## src/rtl/vga_stream_sink_pkg.sv

```systemverilog
// vga_stream_sink_pkg: shared types and default VGA 640x480 timing for the stream sink
package vga_stream_sink_pkg;

    localparam int H_SIZE = 10;
    localparam int V_SIZE = 10;

    localparam int VGA_H_DISPLAY = 640;
    localparam int VGA_H_FRONT   = 16;
    localparam int VGA_H_SYNC    = 96;
    localparam int VGA_H_BACK    = 48;
    localparam int VGA_V_DISPLAY = 480;
    localparam int VGA_V_FRONT   = 10;
    localparam int VGA_V_SYNC    = 2;
    localparam int VGA_V_BACK    = 33;

    // Only the frame marker travels with the sink's stream; it tags the first pixel of a frame.
    typedef struct packed {
        logic frame_start;
    } vga_fc_t;

    typedef enum logic [1:0] {
        ST_IDLE,
        ST_FILL,
        ST_RUN
    } sink_state_t;

endpackage

```

## src/rtl/vga_stream_sink_fifo.sv

```systemverilog
// vga_sync_fifo: single-clock FIFO with occupancy count and synchronous flush
module vga_sync_fifo #(
    parameter int WIDTH = 13,
    parameter int DEPTH = 16
) (
    input  logic                     clk,
    input  logic                     rst_n,
    input  logic                     flush,
    input  logic                     push,
    input  logic                     pop,
    input  logic [WIDTH-1:0]         wdata,
    output logic [WIDTH-1:0]         rdata,
    output logic [$clog2(DEPTH):0]   count,
    output logic                     full,
    output logic                     empty
);
    localparam int AW = $clog2(DEPTH);

    logic [WIDTH-1:0] mem_q [DEPTH];
    logic [AW-1:0]    wr_q;
    logic [AW-1:0]    rd_q;
    logic [AW:0]      cnt_q;
    logic             do_push;
    logic             do_pop;

    assign full    = cnt_q == (AW+1)'(DEPTH);
    assign empty   = cnt_q == '0;
    assign count   = cnt_q;
    assign rdata   = mem_q[rd_q];
    assign do_push = push & ~full;
    assign do_pop  = pop & ~empty;

    // pointers and occupancy; flush wins over any same-cycle push or pop
    always_ff @(posedge clk or negedge rst_n) begin
        if (!rst_n) begin
            wr_q  <= '0;
            rd_q  <= '0;
            cnt_q <= '0;
        end else if (flush) begin
            wr_q  <= '0;
            rd_q  <= '0;
            cnt_q <= '0;
        end else begin
            wr_q  <= wr_q + AW'(do_push);
            rd_q  <= rd_q + AW'(do_pop);
            cnt_q <= cnt_q + (AW+1)'(do_push) - (AW+1)'(do_pop);
        end
    end

    // storage needs no reset; occupancy decides what is valid
    always_ff @(posedge clk) begin
        if (do_push) mem_q[wr_q] <= wdata;
    end

endmodule

```

## src/rtl/vga_stream_sink.sv

```systemverilog
// vga_stream_sink: buffers the pixel stream and replays it against a free-running VGA raster
module vga_stream_sink
    import vga_stream_sink_pkg::*;
#(
    parameter int RGB_SIZE   = 12,
    parameter int FIFO_DEPTH = 16,
    parameter int H_DISPLAY  = VGA_H_DISPLAY,
    parameter int H_FRONT    = VGA_H_FRONT,
    parameter int H_SYNC     = VGA_H_SYNC,
    parameter int H_BACK     = VGA_H_BACK,
    parameter int V_DISPLAY  = VGA_V_DISPLAY,
    parameter int V_FRONT    = VGA_V_FRONT,
    parameter int V_SYNC     = VGA_V_SYNC,
    parameter int V_BACK     = VGA_V_BACK
) (
    input  logic                clk,
    input  logic                rst_n,
    input  vga_fc_t             src_fc,
    input  logic [RGB_SIZE-1:0] src_rgb,
    input  logic                src_vld,
    output logic                src_rdy,
    output logic                vga_hsync,
    output logic                vga_vsync,
    output logic [RGB_SIZE-1:0] vga_rgb,
    output logic                locked,
    output logic                err_underflow,
    output logic                err_misalign,
    input  logic                err_clr
);
    localparam int H_TOTAL = H_DISPLAY + H_FRONT + H_SYNC + H_BACK;
    localparam int V_TOTAL = V_DISPLAY + V_FRONT + V_SYNC + V_BACK;
    localparam int HW      = $clog2(H_TOTAL);
    localparam int VW      = $clog2(V_TOTAL);
    localparam int CW      = $clog2(FIFO_DEPTH) + 1;

    localparam logic [HW-1:0] H_LAST   = HW'(H_TOTAL - 1);
    localparam logic [VW-1:0] V_LAST   = VW'(V_TOTAL - 1);
    localparam logic [HW-1:0] H_ACT    = HW'(H_DISPLAY);
    localparam logic [VW-1:0] V_ACT    = VW'(V_DISPLAY);
    localparam logic [HW-1:0] HS_FIRST = HW'(H_DISPLAY + H_FRONT);
    localparam logic [HW-1:0] HS_LAST  = HW'(H_DISPLAY + H_FRONT + H_SYNC - 1);
    localparam logic [VW-1:0] VS_FIRST = VW'(V_DISPLAY + V_FRONT);
    localparam logic [VW-1:0] VS_LAST  = VW'(V_DISPLAY + V_FRONT + V_SYNC - 1);
    localparam logic [CW-1:0] HALF     = CW'(FIFO_DEPTH / 2);

    logic [HW-1:0]       hcnt_q;
    logic [VW-1:0]       vcnt_q;
    sink_state_t         state_q, state_d;
    logic                hsync_q, vsync_q;
    logic [RGB_SIZE-1:0] rgb_q;
    logic                err_u_q, err_m_q;

    logic                h_end, frame_end, origin, display;
    logic                push, pop, underflow, misalign;
    logic                full, empty;
    logic [CW-1:0]       count;
    logic                head_fs;
    logic [RGB_SIZE-1:0] head_rgb;

    assign h_end     = hcnt_q == H_LAST;
    assign frame_end = h_end && (vcnt_q == V_LAST);
    assign origin    = (hcnt_q == '0) && (vcnt_q == '0);
    assign display   = (hcnt_q < H_ACT) && (vcnt_q < V_ACT);

    vga_sync_fifo #(
        .WIDTH (RGB_SIZE + 1),
        .DEPTH (FIFO_DEPTH)
    ) u_fifo (
        .clk   (clk),
        .rst_n (rst_n),
        .flush (underflow | misalign),
        .push  (push),
        .pop   (pop),
        .wdata ({src_fc.frame_start, src_rgb}),
        .rdata ({head_fs, head_rgb}),
        .count (count),
        .full  (full),
        .empty (empty)
    );

    // free-running raster position; never stalls
    always_ff @(posedge clk or negedge rst_n) begin
        if (!rst_n) begin
            hcnt_q <= '0;
            vcnt_q <= '0;
        end else begin
            hcnt_q <= h_end ? '0 : hcnt_q + HW'(1);
            if (h_end) vcnt_q <= (vcnt_q == V_LAST) ? '0 : vcnt_q + VW'(1);
        end
    end

    // lock state register
    always_ff @(posedge clk or negedge rst_n) begin
        if (!rst_n) state_q <= ST_IDLE;
        else        state_q <= state_d;
    end

    // handshake, buffer control, error detection and next state
    always_comb begin
        state_d   = state_q;
        src_rdy   = 1'b1;
        push      = 1'b0;
        pop       = 1'b0;
        underflow = 1'b0;
        misalign  = 1'b0;
        case (state_q)
            ST_IDLE: begin
                push = src_vld & src_fc.frame_start;
                if (push) state_d = ST_FILL;
            end
            ST_FILL: begin
                src_rdy = ~full;
                push    = src_vld & ~full;
                if (count >= HALF && frame_end) state_d = ST_RUN;
            end
            ST_RUN: begin
                underflow = display & empty;
                misalign  = display & ~empty & (head_fs != origin);
                src_rdy   = ~full & ~underflow & ~misalign;
                push      = src_vld & src_rdy;
                pop       = display & ~empty & ~misalign;
                if (underflow | misalign) state_d = ST_IDLE;
            end
            default: state_d = ST_IDLE;
        endcase
    end

    // registered video outputs and sticky errors; a same-cycle error beats err_clr
    always_ff @(posedge clk or negedge rst_n) begin
        if (!rst_n) begin
            hsync_q <= 1'b1;
            vsync_q <= 1'b1;
            rgb_q   <= '0;
            err_u_q <= 1'b0;
            err_m_q <= 1'b0;
        end else begin
            hsync_q <= !((hcnt_q >= HS_FIRST) && (hcnt_q <= HS_LAST));
            vsync_q <= !((vcnt_q >= VS_FIRST) && (vcnt_q <= VS_LAST));
            rgb_q   <= pop ? head_rgb : '0;
            err_u_q <= underflow | (err_u_q & ~err_clr);
            err_m_q <= misalign | (err_m_q & ~err_clr);
        end
    end

    assign vga_hsync     = hsync_q;
    assign vga_vsync     = vsync_q;
    assign vga_rgb       = rgb_q;
    assign locked        = state_q == ST_RUN;
    assign err_underflow = err_u_q;
    assign err_misalign  = err_m_q;

endmodule
```

## config.mk

```make
export PLATFORM = sky130hd
export DESIGN_NAME = vga_stream_sink
export DESIGN_NICKNAME = d
export VERILOG_FILES = /design/src/rtl/vga_stream_sink_pkg.sv /design/src/rtl/vga_stream_sink_fifo.sv /design/src/rtl/vga_stream_sink.sv
export SDC_FILE = /design/constraint.sdc
export NUM_CORES = 1
export LEC_CHECK = 0
export CAP_MARGIN = 10
export CORE_MARGIN = 2
export CORE_UTILIZATION = 61
export DETAILED_ROUTE_END_ITERATION = 8
export PLACE_DENSITY = 0.78
export SLEW_MARGIN = 10
export SYNTH_ARGS = -nofsm -noshare
export SYNTH_HDL_FRONTEND = slang
export SYNTH_SLANG_ARGS = --single-unit
```

## constraint.sdc

```tcl
create_clock -name clk -period 5.2 [get_ports clk]
set_input_delay 0.52 -clock clk [delete_from_list [all_inputs] [get_ports clk]]
set_output_delay 0.52 -clock clk [all_outputs]
set_load 0.005 [all_outputs]
```

# --- After elaboration in Yosys (flattened, before gate mapping) ---
# Memory sizes are Yosys's and may differ from the RTL's.
# Cells that the tools add are included.
classes:
  n_lt_le_gt_ge: 7
  reduce_logical: 13
  mux: 17
  add_sub_neg: 6
  eq_ne: 9
  n_bitwise: 22
ops:
  columns: ["operator", "count"]
  rows:
  - ["$add 10x1->10 const B", 2]
  - ["$eq 10x10->1 const B", 2]
  - ["$logic_not 10->1", 2]
  - ["$mux 10", 2]
  - ["$and 1x1->1", 13]
  - ["$mux 12", 1]
  - ["$ge 10x10->1 const B", 1]
  - ["$ge 10x9->1 const B", 1]
  - ["$le 10x10->1 const B", 1]
  - ["$le 10x9->1 const B", 1]
  - ["$lt 10x10->1 const B", 1]
  - ["$lt 10x9->1 const B", 1]
  - ["$add 4x1->4", 2]
  - ["$mux 4", 2]
  - ["$logic_and 1x1->1", 6]
  - ["$mux 2", 3]
  - ["$pmux 2 s3", 1]
  - ["$add 5x1->5", 1]
  - ["$eq 5x5->1 const B", 1]
  - ["$ge 5x4->1 const B", 1]
  - ["$logic_not 5->1", 1]
  - ["$mux 1", 5]
  - ["$mux 5", 1]
  - ["$not 1->1", 5]
  - ["other kinds (12)", 17]
totals:
  ram_bits: 208
  regBits: 51
  memories: 1
  elab_cells: 86
memory_table:
  columns: ["name", "depth", "word_bits", "read_ports", "rd_ports_with_merged_regs", "wr", "line_no", "rtl"]
  rows:
  - ["u_fifo.mem_q", 16, 13, 1, 0, 1, "vga_stream_sink_fifo.sv:19", "logic [WIDTH-1:0] mem_q [DEPTH];"]

# --- Longest topological paths before layout ---
depth:
  word_depth: 12
  depth_mapped: 17
  mapped_depth_nobuf: 16

# --- Hierarchy ---
# From an unflattened synthesis, not the netlist that was laid out.
hier_totals:
  cells_unflattened: 594
  area_unflattened_um2: 10796.6
modules_own_cells:
  columns: ["mod", "cells_each", "area_each_um2", "instances", "seq_area_each_um2"]
  rows:
  - ["vga_sync_fifo", 408, 8844.7, 1, 6571.3]
  - ["vga_stream_sink", 186, 1951.9, 1, 953.4]

# --- Least setup slack after synthesis ---
# OpenSTA, ideal clock, no wires.
synth_timing:
  path_type: "register -> register"
  start: "register hcnt_q[0]"
  end: "memory u_fifo.mem_q[1][0] (enable)"
  setup_time_ps: 417
  setup_slack_ps: 1620
  arrival_time_ps: 3163
  period_less_slack_ps: 3580
  stages_incl_launch_ff: 8
  n_path_buf: 0
  path_cell_list: "dfrtp_1 > inv_1 > ha_1 > or4b_1 > nor4_4 > xnor2_2 > a32oi_4 > nor4_1"
synth_between:
  elab_chain_cells: 11
synth_lines:
  columns: ["element", "line_no", "rtl"]
  rows:
  - ["from (decl)", "vga_stream_sink.sv:46", "logic [HW-1:0] hcnt_q;"]
  - ["from (signal assigned)", "vga_stream_sink.sv:87", "hcnt_q <= h_end ? '0 : hcnt_q + HW'(1);"]
  - ["$lt 10x10->1 / $logic_not 10->1 (equally long branches)", "vga_stream_sink.sv:63, vga_stream_sink.sv:62", null]
  - ["$logic_and 1x1->1, on equally long branches", "vga_stream_sink.sv:63, vga_stream_sink.sv:62", null]
  - ["$and 1x1->1, or another cell as far along", "vga_stream_sink.sv:117", "underflow = display & empty;"]
  - ["$not 1->1 / $and 1x1->1 (equally long branches)", "vga_stream_sink.sv:119, vga_stream_sink.sv:118", null]
  - ["$and 1x1->1 / $not 1->1 (equally long branches)", "vga_stream_sink.sv:119", "src_rdy = ~full & ~underflow & ~misalign;"]
  - ["$and 1x1->1 (*)", "vga_stream_sink.sv:119", null]
  - ["$and 1x1->1 (*)", "vga_stream_sink.sv:120", "push = src_vld & src_rdy;"]
  - ["$pmux 1 s3 (*)", "vga_stream_sink.sv:106", "case (state_q)"]
  - ["$and 1x1->1 (*)", "vga_stream_sink_fifo.sv:30", "assign do_push = push & ~full;"]
  - ["$mux 1 (*)", "vga_stream_sink_fifo.sv:52", "if (do_push) mem_q[wr_q] <= wdata;"]
  - ["$mux 1 (implied by the code) (*)", "vga_stream_sink_fifo.sv:52", null]
  - ["to (decl)", "vga_stream_sink_fifo.sv:19", null]
# Mark *: on every way between the ends. The rest lies on a longest branch, timed or not.

# --- Final worst setup path ---
layout_timing:
  start: "register u_fifo.rd_q[0]"
  end: "register u_fifo.cnt_q[4], in the netlist u_fifo.count[4]"
layout_between:
  elab_chain_cells: 11
layout_lines:
  columns: ["element", "line_no", "rtl"]
  rows:
  - ["from (decl)", "vga_stream_sink_fifo.sv:21", "logic [AW-1:0] rd_q;"]
  - ["from (signal assigned)", "vga_stream_sink_fifo.sv:45", "rd_q <= rd_q + AW'(do_pop);"]
  - ["$mem_v2 16x13 (*)", null, null]
  - ["$ne 1x1->1 (*)", "vga_stream_sink.sv:118", "misalign = display & ~empty & (head_fs != origin);"]
  - ["$and 1x1->1 (*)", "vga_stream_sink.sv:118", null]
  - ["$not 1->1", "vga_stream_sink.sv:119, vga_stream_sink.sv:121", null]
  - ["$and 1x1->1", "vga_stream_sink.sv:119", null]
  - ["$and 1x1->1", "vga_stream_sink.sv:120", null]
  - ["$pmux 1 s3", "vga_stream_sink.sv:106", null]
  - ["$and 1x1->1", "vga_stream_sink_fifo.sv:30", null]
  - ["$add 5x1->5", "vga_stream_sink_fifo.sv:46", "cnt_q <= cnt_q + (AW+1)'(do_push) - (AW+1)'(do_pop);"]
  - ["$sub 5x1->5", "vga_stream_sink_fifo.sv:46", null]
  - ["$mux 5 (*)", "vga_stream_sink_fifo.sv:39", "end else if (flush) begin"]
  - ["to (signal assigned)", "vga_stream_sink_fifo.sv:46", null]
  - ["to (decl)", "vga_stream_sink_fifo.sv:22", "logic [AW:0] cnt_q;"]
# Marked as above.
# A chain may end at the register's enable or synchronous reset.

==> results_dict.tcl <==
set metrics [dict create \
    outcome "finished clean" \
    crit_fanout 29 \
    antenna_found_initial 0 \
    antenna_left 0 \
    critPathMaxStageDelay_ns 0.81 \
    die_area_sq_um 18300 \
    grt.overflow.total 0 \
    synth_top_cell_by_area "edfxtp_1" \
    grt_max_degree 52 \
    htreeDepth 1 \
    finalSetupViolCount 0 \
    gp_congestion 0.813 \
    fin_crit_ns 4.06 \
    slew_headroom_pct 33.3 \
    p_leak_nw 4.16 \
    rows 48 \
    synth_edf_count 208 \
    cp.arrival_ns 4.42 \
    drv_slew 0 \
    ys_ff_latch 259 \
    clock_skew_ns 0.00753 \
    syn_inst 561 \
    peakVddDrop_uv 305 \
    grt_pass1_wl_mm 33.3 \
    track_usage_pct 24.9 \
    critPathKind "register to register" \
    ys_seq_area_share_pct 71.5 \
    p_total_mw 5.96 \
    drive_gt1_share_pct 24.2 \
    critPathSlowestCell "dfrtp_4" \
    cts_buffers 26 \
    clock_sinks 259 \
    syn-cell-area_sq_um 10500 \
    hpwlAfterDp_mm 12.4 \
    fin_tns_setup_ns 0 \
    die_h_um 135 \
    ys_warn_count 0 \
    routed_wl_mm 21.7 \
    via_count 5448 \
    syn_area_per_cell_sq_um 18.8 \
    synth_top_area_share_pct 59.3 \
    critPathCaptureType "register" \
    worstHoldPathType "input port to asynchronous set/reset pin" \
    post-route-period-util_pct 78.1 \
    n_antenna_cell 0 \
    yosys-top-cells-area "edfxtp_1 (59%), mux4_2 (14%), dfrtp_1 (12%), ha_1 (2.6%), nor2b_1 (1.1%)" \
    post_drt_wl_per_cell_um 25.1 \
    route.detailed.drc 0 \
    syn_to_final_growth_pct 15.4 \
    nNetsFinal 661 \
    clock_path_buffers 3 \
    crit_chain "mux4_2 > mux2i_1 > mux2i_1 > xnor2_2 > a32oi_4 > inv_1 > ha_1 > fa_1 > a21oi_1 > nor2_1 > nor2_1 > xnor2_1 > nor2_1" \
    clk_pin_slew_ns 0.06 \
    hold_buffers 0 \
    powerDensity_nw_per_um2 490 \
    fp.dieW_um 135 \
    cts-root-buf "clkbuf_16" \
    syn_nets 601 \
    cts_setup_buffers 0 \
    io_pins 35 \
    grt_setup_unrepaired "no" \
    clk_latency_ns 0.52 \
    start_util_pct 61.7 \
    cp.required_ns 5.57 \
    fmaxAchievable_ghz 0.246 \
    drv_cap 0 \
    grt_pass1_vias 5612 \
    layout.filler_cells 1039 \
    worst_pin_slew_ns 1.00 \
    synthArstFlopShare_pct 19.7 \
    cts_tree "done" \
    dr.first_iter.drc_count 572 \
    synthFlopType "edfxtp_1" \
    start_kind "register" \
    crit_top_cell "nor2_1" \
    synth_cell_types 47 \
    cts_resized 0 \
    port_buffers 34 \
    viasPerCell 6.29 \
    core_sq_um 17100 \
    hold_violations 0 \
    dr.pass1.iters 4 \
]
[critical path: cells and delay by family (launching register included)]
family / cells / cell delay (ns)
simple gates: 3 / 0.22
mux: 3 / 0.88
xor+xnor: 2 / 0.36
flops: 1 / 0.81
compound gates: 2 / 0.80
fa+ha+maj: 2 / 0.69
buf+inv: 1 / 0.15
[final cells by class]
class | instances | area [sq um] | area share, %
clock inverter | 19 | 171 | 1.41
sequential | 259 | 7530 | 62.0
clock buffer | 29 | 683 | 5.62
multi-input combinational | 258 | 2910 | 23.9
tap | 225 | 282 | 2.32
timing repair buffer | 57 | 508 | 4.18
inverter | 19 | 71.3 | 0.587
[sequential cells by signal, indices dropped and copies added (netlist names)]
signal         count
u_fifo.mem_q     208
vga_rgb           12
hcnt_q            10
vcnt_q            10
u_fifo.count       5
u_fifo.rd_q        4
u_fifo.wr_q        4
state_q            2
err_misalign       1
err_underflow      1
vga_hsync          1
vga_vsync          1
[cell usage in the layout (no fill, tap or decap), types with 3 or more instances in the layout]
master	instances
nor3_1	4
a21oi_1	7
o21ai_0	11
mux2i_1	3
nor2_1	21
nand3_1	14
clkdlybuf4s50_1	33
nor3_2	9
mux4_2	64
buf_4	23
dfrtp_1	47
clkinv_2	7
inv_1	19
nor2b_1	18
ha_1	22
nand2b_1	6
edfxtp_1	208
nand2_1	15
clkbuf_16	27
xnor2_1	10
clkinv_1	6
bufinv_16	3
xor2_1	7
and3_1	3
nand4_1	5
nor4_2	6
[power by group]
part | internal [mW] | switching [mW] | total [mW]
Sequential | 2.47 | 0.197 | 2.67
Combinational | 0.735 | 0.704 | 1.44
Clock | 1.09 | 0.760 | 1.85
[cell usage after synthesis (3+ instances only)]
cell type,count
edfxtp_1,208
mux4_2,64
dfrtp_1,49
ha_1,22
nor2_1,21
inv_1,19
nor2b_1,18
nand2_1,15
nand3_1,14
clkbuf_1,13
nor3_1,13
o21ai_0,11
xnor2_1,10
nor4_1,8
a21oi_1,7
buf_2,7
xor2_1,7
nand2b_1,6
nand4_1,5
buf_1,4
and3_1,3
mux2i_1,3
[path summary, 6_finish.rpt]
kind / startpoint / end / slack, ns / cells after the start
worst max-delay path: u_fifo.rd_q[0] / u_fifo.count[4] / 1.14 / 13
max in group asynchronous: rst_n / u_fifo.rd_q[0] / 4.52 / 2
worst max register to register: u_fifo.rd_q[0] / u_fifo.count[4] / 1.14 / 13
worst min register to register: vcnt_q[7] / vcnt_q[7] / 0.53 / 1
min in group clk: vcnt_q[7] / vcnt_q[7] / 0.53 / 1
worst min-delay path: rst_n / hcnt_q[6] / 0.13 / 2
[routing by layer]
layer | share of wire [%] | up-vias | global-route usage (%)
li1 | - | 2335 | -
met1 | 42 | 2833 | 37.0
met2 | 49 | 241 | 39.6
met3 | 6.6 | 39 | 3.78
met4 | 2.2 | 0 | 7.18
met5 | 0 | - | 0
[logic make-up after synthesis]
kind of cell / share of synthesized area, %
buf+inv: 1.72
compound gates: 2.02
xor+xnor: 1.57
mux: 14.3
simple gates: 6.14
flops: 71.5
fa+ha+maj: 2.80
[through the flow]
step	cells	hold slack, ns	utilization [%]	setup WS, ns	instance area (sq um)
after global placement	818	0.493	66.2	1.22	11300
after global routing	866	0.179	71.3	0.851	12200
after floorplan	561	0.224	-	1.62	10500
final	866	0.134	71.3	1.14	12200
after detailed placement	818	0.507	66.2	1.12	11300
after CTS	866	0.166	71.3	1.11	12200
No activity file was read; power rests on OpenSTA's default activity.
